**src/rtl/fetch_unit_pkg.sv**
```systemverilog
`default_nettype none
// +--------------------------------------------------------------------------+
// | fetch_unit_pkg : shared types and constants for the fetch front end      |
// | Rev 1.0                                                                  |
// +--------------------------------------------------------------------------+
package fetch_unit_pkg;

   localparam int PC_W = 64;

   typedef enum logic {
      USER       = 1'b0,
      SUPERVISOR = 1'b1
   } priv_level_t;

   typedef enum logic [1:0] {
      S_REQ     = 2'd0,
      S_WAIT    = 2'd1,
      S_DISCARD = 2'd2,
      S_HALT    = 2'd3
   } fetch_state_t;

   localparam logic [PC_W-1:0] PRIV_ROUTINE_START = 64'h0000_0000_0000_8000;
   localparam logic [31:0]     NOP_INSN           = 32'h0000_0013;

   typedef struct packed {
      logic [31:0]     insn;
      logic [PC_W-1:0] pc;
      logic            fault;
   } fetch_entry_t;

endpackage
`default_nettype wire

```
**src/rtl/fetch_unit_if.sv**
```systemverilog
`default_nettype none
// +--------------------------------------------------------------------------+
// | fetch_unit_if : instruction-memory request/response handshake            |
// | Rev 1.0                                                                  |
// +--------------------------------------------------------------------------+
interface fetch_unit_if #(
   parameter int DATA_WIDTH = 64
);
   logic                  imem_req_valid;
   logic [DATA_WIDTH-1:0] imem_req_addr;
   logic                  imem_req_ready;
   logic                  imem_resp_valid;
   logic [31:0]           imem_resp_data;

   modport master (
      output imem_req_valid,
      output imem_req_addr,
      input  imem_req_ready,
      input  imem_resp_valid,
      input  imem_resp_data
   );

   modport slave (
      input  imem_req_valid,
      input  imem_req_addr,
      output imem_req_ready,
      output imem_resp_valid,
      output imem_resp_data
   );
endinterface
`default_nettype wire

```
**src/rtl/fetch_unit_fifo.sv**
```systemverilog
`default_nettype none
// +--------------------------------------------------------------------------+
// | fetch_fifo : synchronous FIFO of fetch entries, flush dominates push     |
// | Rev 1.0                                                                  |
// +--------------------------------------------------------------------------+
module fetch_fifo
   import fetch_unit_pkg::*;
#(
   parameter int DEPTH = 4
) (
   input  wire logic                   clk,
   input  wire logic                   rst_n,
   input  wire logic                   push_i,
   input  wire fetch_entry_t           push_data_i,
   input  wire logic                   pop_i,
   input  wire logic                   flush_i,
   output logic [$clog2(DEPTH):0]      count_o,
   output fetch_entry_t                head_o
);

   localparam int PTR_W = $clog2(DEPTH);

   fetch_entry_t       mem_q [DEPTH];
   logic [PTR_W-1:0]   rd_ptr_q;
   logic [PTR_W-1:0]   wr_ptr_q;
   logic [PTR_W:0]     count_q;
   logic               push_en;
   logic               pop_en;

   assign push_en = push_i && !flush_i;
   assign pop_en  = pop_i && !flush_i && (count_q != '0);

   always_ff @(posedge clk) begin
      if (!rst_n || flush_i) begin
         rd_ptr_q <= '0;
         wr_ptr_q <= '0;
         count_q  <= '0;
      end else begin
         if (push_en) wr_ptr_q <= wr_ptr_q + PTR_W'(1);
         if (pop_en)  rd_ptr_q <= rd_ptr_q + PTR_W'(1);
         case ({push_en, pop_en})
            2'b10:   count_q <= count_q + (PTR_W+1)'(1);
            2'b01:   count_q <= count_q - (PTR_W+1)'(1);
            default: count_q <= count_q;
         endcase
      end
   end

   // Storage needs no reset: the head is masked while the FIFO is empty.
   always_ff @(posedge clk) begin
      if (rst_n && push_en) mem_q[wr_ptr_q] <= push_data_i;
   end

   assign count_o = count_q;
   assign head_o  = (count_q != '0) ? mem_q[rd_ptr_q] : '0;

endmodule
`default_nettype wire

```
**src/rtl/fetch_unit.sv**
```systemverilog
`default_nettype none
// +--------------------------------------------------------------------------+
// | fetch_unit : single-outstanding fetch front end with redirect flush;     |
// | optional user-mode privilege fetch check via FETCH_PRIV_CHECK_EN. Rev 1.0|
// +--------------------------------------------------------------------------+
module fetch_unit
   import fetch_unit_pkg::*;
#(
   parameter int                    DATA_WIDTH = 64,
   parameter logic [DATA_WIDTH-1:0] RESET_PC   = '0,
   parameter int                    FIFO_DEPTH = 4
) (
   input  wire logic                  clk,
   input  wire logic                  rst_n,
   input  wire logic                  redirect_valid_i,
   input  wire logic [DATA_WIDTH-1:0] redirect_pc_i,
   input  wire priv_level_t           cpl_i,
   fetch_unit_if.master               imem,
   output logic                       insn_valid_o,
   output logic [31:0]                insn_o,
   output logic [DATA_WIDTH-1:0]      insn_pc_o,
   output logic                       insn_fault_o,
   input  wire logic                  insn_ready_i
);

   localparam int CNT_W = $clog2(FIFO_DEPTH) + 1;

   fetch_state_t          state_q, state_d;
   logic [DATA_WIDTH-1:0] pc_q, pc_d;
   logic [DATA_WIDTH-1:0] req_pc_q, req_pc_d;
   logic                  started_q;

   logic                  req_valid;
   logic                  push;
   logic                  pop;
   logic                  flush;
   fetch_entry_t          push_entry;
   fetch_entry_t          head;
   logic [CNT_W-1:0]      count;
   logic                  has_slot;
   logic                  priv_fault;

   assign has_slot = (count < CNT_W'(FIFO_DEPTH));

`ifdef FETCH_PRIV_CHECK_EN
   assign priv_fault   = (cpl_i == USER) && (PC_W'(pc_q) >= PRIV_ROUTINE_START);
   assign insn_fault_o = head.fault;
   logic unused_bits;
   assign unused_bits = ^redirect_pc_i[1:0];
`else
   assign priv_fault   = 1'b0;
   assign insn_fault_o = 1'b0;
   logic unused_bits;
   assign unused_bits = ^{cpl_i, head.fault, redirect_pc_i[1:0]};
`endif

   always_ff @(posedge clk) begin
      if (!rst_n) begin
         state_q   <= S_REQ;
         pc_q      <= RESET_PC;
         req_pc_q  <= '0;
         started_q <= 1'b0;
      end else begin
         state_q   <= state_d;
         pc_q      <= pc_d;
         req_pc_q  <= req_pc_d;
         started_q <= 1'b1;
      end
   end

   always_comb begin
      state_d    = state_q;
      pc_d       = pc_q;
      req_pc_d   = req_pc_q;
      req_valid  = 1'b0;
      push       = 1'b0;
      push_entry = '0;
      pop        = insn_valid_o && insn_ready_i;
      flush      = 1'b0;

      case (state_q)
         S_REQ: begin
            // A request is only issued when the response already has a slot.
            if (started_q && has_slot) begin
               if (priv_fault) begin
                  push       = 1'b1;
                  push_entry = '{insn: NOP_INSN, pc: PC_W'(pc_q), fault: 1'b1};
                  state_d    = S_HALT;
               end else begin
                  req_valid = 1'b1;
                  if (imem.imem_req_ready) begin
                     pc_d     = pc_q + DATA_WIDTH'(4);
                     req_pc_d = pc_q;
                     state_d  = S_WAIT;
                  end
               end
            end
         end
         S_WAIT: begin
            if (imem.imem_resp_valid) begin
               push       = 1'b1;
               push_entry = '{insn: imem.imem_resp_data, pc: PC_W'(req_pc_q), fault: 1'b0};
               state_d    = S_REQ;
            end
         end
         S_DISCARD: begin
            if (imem.imem_resp_valid) state_d = S_REQ;
         end
         S_HALT: begin
            state_d = S_HALT;
         end
         default: begin
            state_d = S_REQ;
         end
      endcase

      // Redirect overrides everything; a request accepted this cycle is stale.
      if (redirect_valid_i) begin
         flush = 1'b1;
         pop   = 1'b0;
         push  = 1'b0;
         pc_d  = {redirect_pc_i[DATA_WIDTH-1:2], 2'b00};
         case (state_q)
            S_WAIT:    state_d = imem.imem_resp_valid ? S_REQ : S_DISCARD;
            S_DISCARD: state_d = imem.imem_resp_valid ? S_REQ : S_DISCARD;
            S_REQ:     state_d = (req_valid && imem.imem_req_ready) ? S_DISCARD : S_REQ;
            default:   state_d = S_REQ;
         endcase
      end
   end

   fetch_fifo #(
      .DEPTH(FIFO_DEPTH)
   ) u_fifo (
      .clk        (clk),
      .rst_n      (rst_n),
      .push_i     (push),
      .push_data_i(push_entry),
      .pop_i      (pop),
      .flush_i    (flush),
      .count_o    (count),
      .head_o     (head)
   );

   assign imem.imem_req_valid = req_valid;
   assign imem.imem_req_addr  = pc_q;
   assign insn_valid_o        = (count != '0);
   assign insn_o              = head.insn;
   assign insn_pc_o           = DATA_WIDTH'(head.pc);

endmodule
`default_nettype wire

```
**src/flat_wrapper.sv**
```systemverilog
// flat-port wrapper written by rule: the top's interface ports become plain ports
module fetch_unit_flat import fetch_unit_pkg::*;
#(
   parameter int                    DATA_WIDTH = 64,
   parameter logic [DATA_WIDTH-1:0] RESET_PC   = '0,
   parameter int                    FIFO_DEPTH = 4
)
  (clk, rst_n, redirect_valid_i, redirect_pc_i, cpl_i, insn_valid_o, insn_o, insn_pc_o, insn_fault_o, insn_ready_i, imem_imem_req_valid, imem_imem_req_addr, imem_imem_req_ready, imem_imem_resp_valid, imem_imem_resp_data);
  fetch_unit_if #(.DATA_WIDTH(DATA_WIDTH)) imem_i ();
  input  wire logic clk;
  input  wire logic rst_n;
  input  wire logic redirect_valid_i;
  input  wire logic [DATA_WIDTH-1:0] redirect_pc_i;
  input  wire priv_level_t cpl_i;
  output logic insn_valid_o;
  output logic [31:0] insn_o;
  output logic [DATA_WIDTH-1:0] insn_pc_o;
  output logic insn_fault_o;
  input  wire logic insn_ready_i;
  output wire logic [$bits(imem_i.imem_req_valid)-1:0] imem_imem_req_valid;
  output wire logic [$bits(imem_i.imem_req_addr)-1:0] imem_imem_req_addr;
  input wire logic [$bits(imem_i.imem_req_ready)-1:0] imem_imem_req_ready;
  input wire logic [$bits(imem_i.imem_resp_valid)-1:0] imem_imem_resp_valid;
  input wire logic [$bits(imem_i.imem_resp_data)-1:0] imem_imem_resp_data;
  assign imem_imem_req_valid = imem_i.imem_req_valid;
  assign imem_imem_req_addr = imem_i.imem_req_addr;
  assign imem_i.imem_req_ready = imem_imem_req_ready;
  assign imem_i.imem_resp_valid = imem_imem_resp_valid;
  assign imem_i.imem_resp_data = imem_imem_resp_data;
  fetch_unit #(.DATA_WIDTH(DATA_WIDTH), .RESET_PC(RESET_PC), .FIFO_DEPTH(FIFO_DEPTH)) u_core (.clk(clk), .rst_n(rst_n), .redirect_valid_i(redirect_valid_i), .redirect_pc_i(redirect_pc_i), .cpl_i(cpl_i), .imem(imem_i), .insn_valid_o(insn_valid_o), .insn_o(insn_o), .insn_pc_o(insn_pc_o), .insn_fault_o(insn_fault_o), .insn_ready_i(insn_ready_i));
endmodule
```
**config.mk**
```make
export PLATFORM = sky130hd
export DESIGN_NAME = fetch_unit_flat
export DESIGN_NICKNAME = d
export VERILOG_FILES = /design/src/rtl/fetch_unit_pkg.sv /design/src/rtl/fetch_unit_if.sv /design/src/rtl/fetch_unit_fifo.sv /design/src/rtl/fetch_unit.sv /design/src/flat_wrapper.sv
export SDC_FILE = /design/constraint.sdc
export NUM_CORES = 1
export LEC_CHECK = 0
export CAP_MARGIN = 20
export CORE_MARGIN = 10
export CORE_UTILIZATION = 60
export DETAILED_ROUTE_END_ITERATION = 12
export PLACE_DENSITY = 0.83
export SLEW_MARGIN = 20
export SYNTH_ARGS = -nofsm -noshare
export SYNTH_HDL_FRONTEND = slang
export SYNTH_HIERARCHICAL = 1
export SYNTH_SLANG_ARGS = --single-unit
export TNS_END_PERCENT = 20
```
**constraint.sdc**
```tcl
create_clock -name clk -period 10.1 [get_ports clk]
set_clock_uncertainty 0.05 [all_clocks]
set_input_delay 1.01 -clock clk [delete_from_list [all_inputs] [get_ports clk]]
set_output_delay 1.01 -clock clk [all_outputs]
set_load 0.02 [all_outputs]
```
==> out/metrics.cfg <==
[worst_hold_path]
min_path_type=reg -> reg

[place]
place_worst_setup_slack_ns=5.346
port_buffers=259
hpwl_um=34570
place_congestion=0.8839

[route]
drt.antenna.violating_nets=0
dr.pass1.iters=7
dr_total_vias=14480
vias_per_cell=6.338
routedWlPerCell_um=24.72
drc_errors=0
drt-total-wl_um=56450
dr.first_iter.drc_count=1417

[outcome]
outcome=completed

[timing]
min_period_ns=5.241
slew_headroom_pct=26.47
rsz0062_at_grt=false
maxSlewViolCount=0
post-route-period-util_pct=51.89
max_clock_freq_mhz=190.8
setup_slack_ns=4.859
setup_viol=0
worstMarginPinSlew_ns=1.103
fin_tns_setup_ns=0
hold_violations=0

[setup_path]
crit_type=reg -> out
arrival_ns=4.18
critPathCaptureType=output pin
start_kind=flip-flop
cp.required_ns=9.04
cp_max_fo=37

[power_and_ir_drop]
internal_power_w=0.003408
max-vdd-ir-drop_uv=150.4
power_frac_seq_pct=54.0
power_leakage_nw=9.063
netSwitchingPower_w=0.0009219
pwr-share-clk_pct=40.6
p_per_area_mw_per_mm2=164.8
combPwrFrac_pct=5.3
switching_share_pct=21.29

[global_routing]
grt_remaining_overflow=0
grt_pass1_wl_um=86510
grt_util_all_layers_pct=25.21
antenna_found_initial=6
grt_start_max_net_pins=106
grt_pass1_vias=14310

[yosys]
netlist_area_mm2=0.02188
yosys_warnings=6
synthCells=1554
avgSynthCellArea_um2=14.08

[die]
die_area_mm2=0.04451
start_util_pct=61.22
die_y_um=211.0
rows=69
core_area_mm2=0.03574
dieWidth_um=211.0
ioPinCount=266

[cts]
clockRootBuffer=clkbuf_16
cts_resized=0
cts.clk_slew.worst_paths_ns=0.06
cts_hold_buf=0
postCtsSetupRepairBufs=0
cts_max_path_buffers=3
cts-htree-levels=2
numCtsBuffers=49
insertion_delay_ns=0.57
cts.sinks=520
cts_tree=done

[cells_and_area]
fin_nets=1897
final_layout_size_suffix_gt1_share_pct=11.32
postLayoutCoreUtil_pct=73.51
area_growth_pct=20.08

[run]
drv_cap=0

state kept, by name, indices dropped and copies added (netlist names), named ones only:
signal                     flops
u_core/imem.imem_req_addr     62
u_core/u_fifo/rd_ptr_q         2
u_core/u_fifo/wr_ptr_q         2
u_core/u_fifo/mem_q          384
u_core/req_pc_q               62
u_core/state_q                 2
u_core/u_fifo/count_o          3
u_core/started_q               1
cell usage in the layout, fill, tap and decap left out, types with 4 or more instances in the layout:
cell type,instances
o31ai_1,15
and2b_1,6
xor2_1,14
and3_4,4
xnor2_1,15
or3_1,13
dfxtp_1,134
or4_1,16
clkinv_1,6
nor3_1,17
clkinv_2,7
a21boi_0,62
o211a_1,7
edfxtp_1,384
buf_4,19
a21oi_1,24
nand2b_1,7
nand4_1,27
clkdlybuf4s50_1,257
clkbuf_8,6
inv_1,11
o311a_1,4
nand2_1,169
mux4_2,96
and4_1,9
o21ai_0,63
nor2b_1,94
clkbuf_1,15
clkbuf_16,49
ha_1,8
nand3_1,37
conb_1,11
and3_1,104
nor2_1,21
nor4_1,7
a31oi_1,30
cell type report:
type | count | area, µm²
sequential | 520 | 14260
fill | 2270 | 9467
multi-input combinational | 924 | 7144
timing repair buffer | 277 | 2720
clock buffer | 70 | 1365
tap | 461 | 576.8
clock inverter | 17 | 155.1
inverter | 12 | 45.04
antenna | 3 | 7.507
per-stage QoR:
stage | cell area (µm²) | hold slack (ns) | cells | total power [W]
2_1_floorplan | 21920 | 0.3890 | 1564 | 0.002486
3_3_place_gp | 24750 | 0.3955 | 2194 | 0.002605
3_5_place_dp | 24750 | 0.4032 | 2194 | 0.002610
4_1_cts | 26270 | 0.4114 | 2281 | 0.004355
5_1_grt | 26270 | 0.4258 | 2282 | 0.004459
6_report | 26280 | 0.4068 | 2284 | 0.004329
per-layer routing:
metal	wire length [µm]	up-vias	track usage, %
met5	41	-	0
met4	1637	6	8.392
met3	5499	112	6.484
met2	27450	733	40.85
met1	21820	7228	32.77
li1	-	6396	-
power groups by stage:
stage                     clock (W)  sequential [W]  combinational [W]
after floorplan                   0         0.00239          0.0000960
after global placement            0         0.00238           0.000223
after detailed placement          0         0.00238           0.000227
after CTS                   0.00179         0.00234           0.000229
after global routing        0.00187         0.00234           0.000247
final                       0.00176         0.00234           0.000231
critical path: stages, from the launching register on:
cell and delay [ns]:
dfxtp_4 0.75, buf_4 0.66, buf_4 0.71, mux4_2 0.60
nor2b_1 0.16, clkdlybuf4s50_1 0.61
worst paths after layout:
path	startpoint	to	slack [ns]	depth (start not counted)
setup / recovery	flip-flop	insn_o[27]	4.86	5
hold / removal	u_core/req_pc_q[60]	u_core/req_pc_q[60]	0.41	2
setup reg to reg	u_core/imem.imem_req_addr[6]	u_core/imem.imem_req_addr[51]	6.90	5
hold reg to reg	u_core/req_pc_q[60]	u_core/req_pc_q[60]	0.41	2
Power figures use the tool's default switching activity.
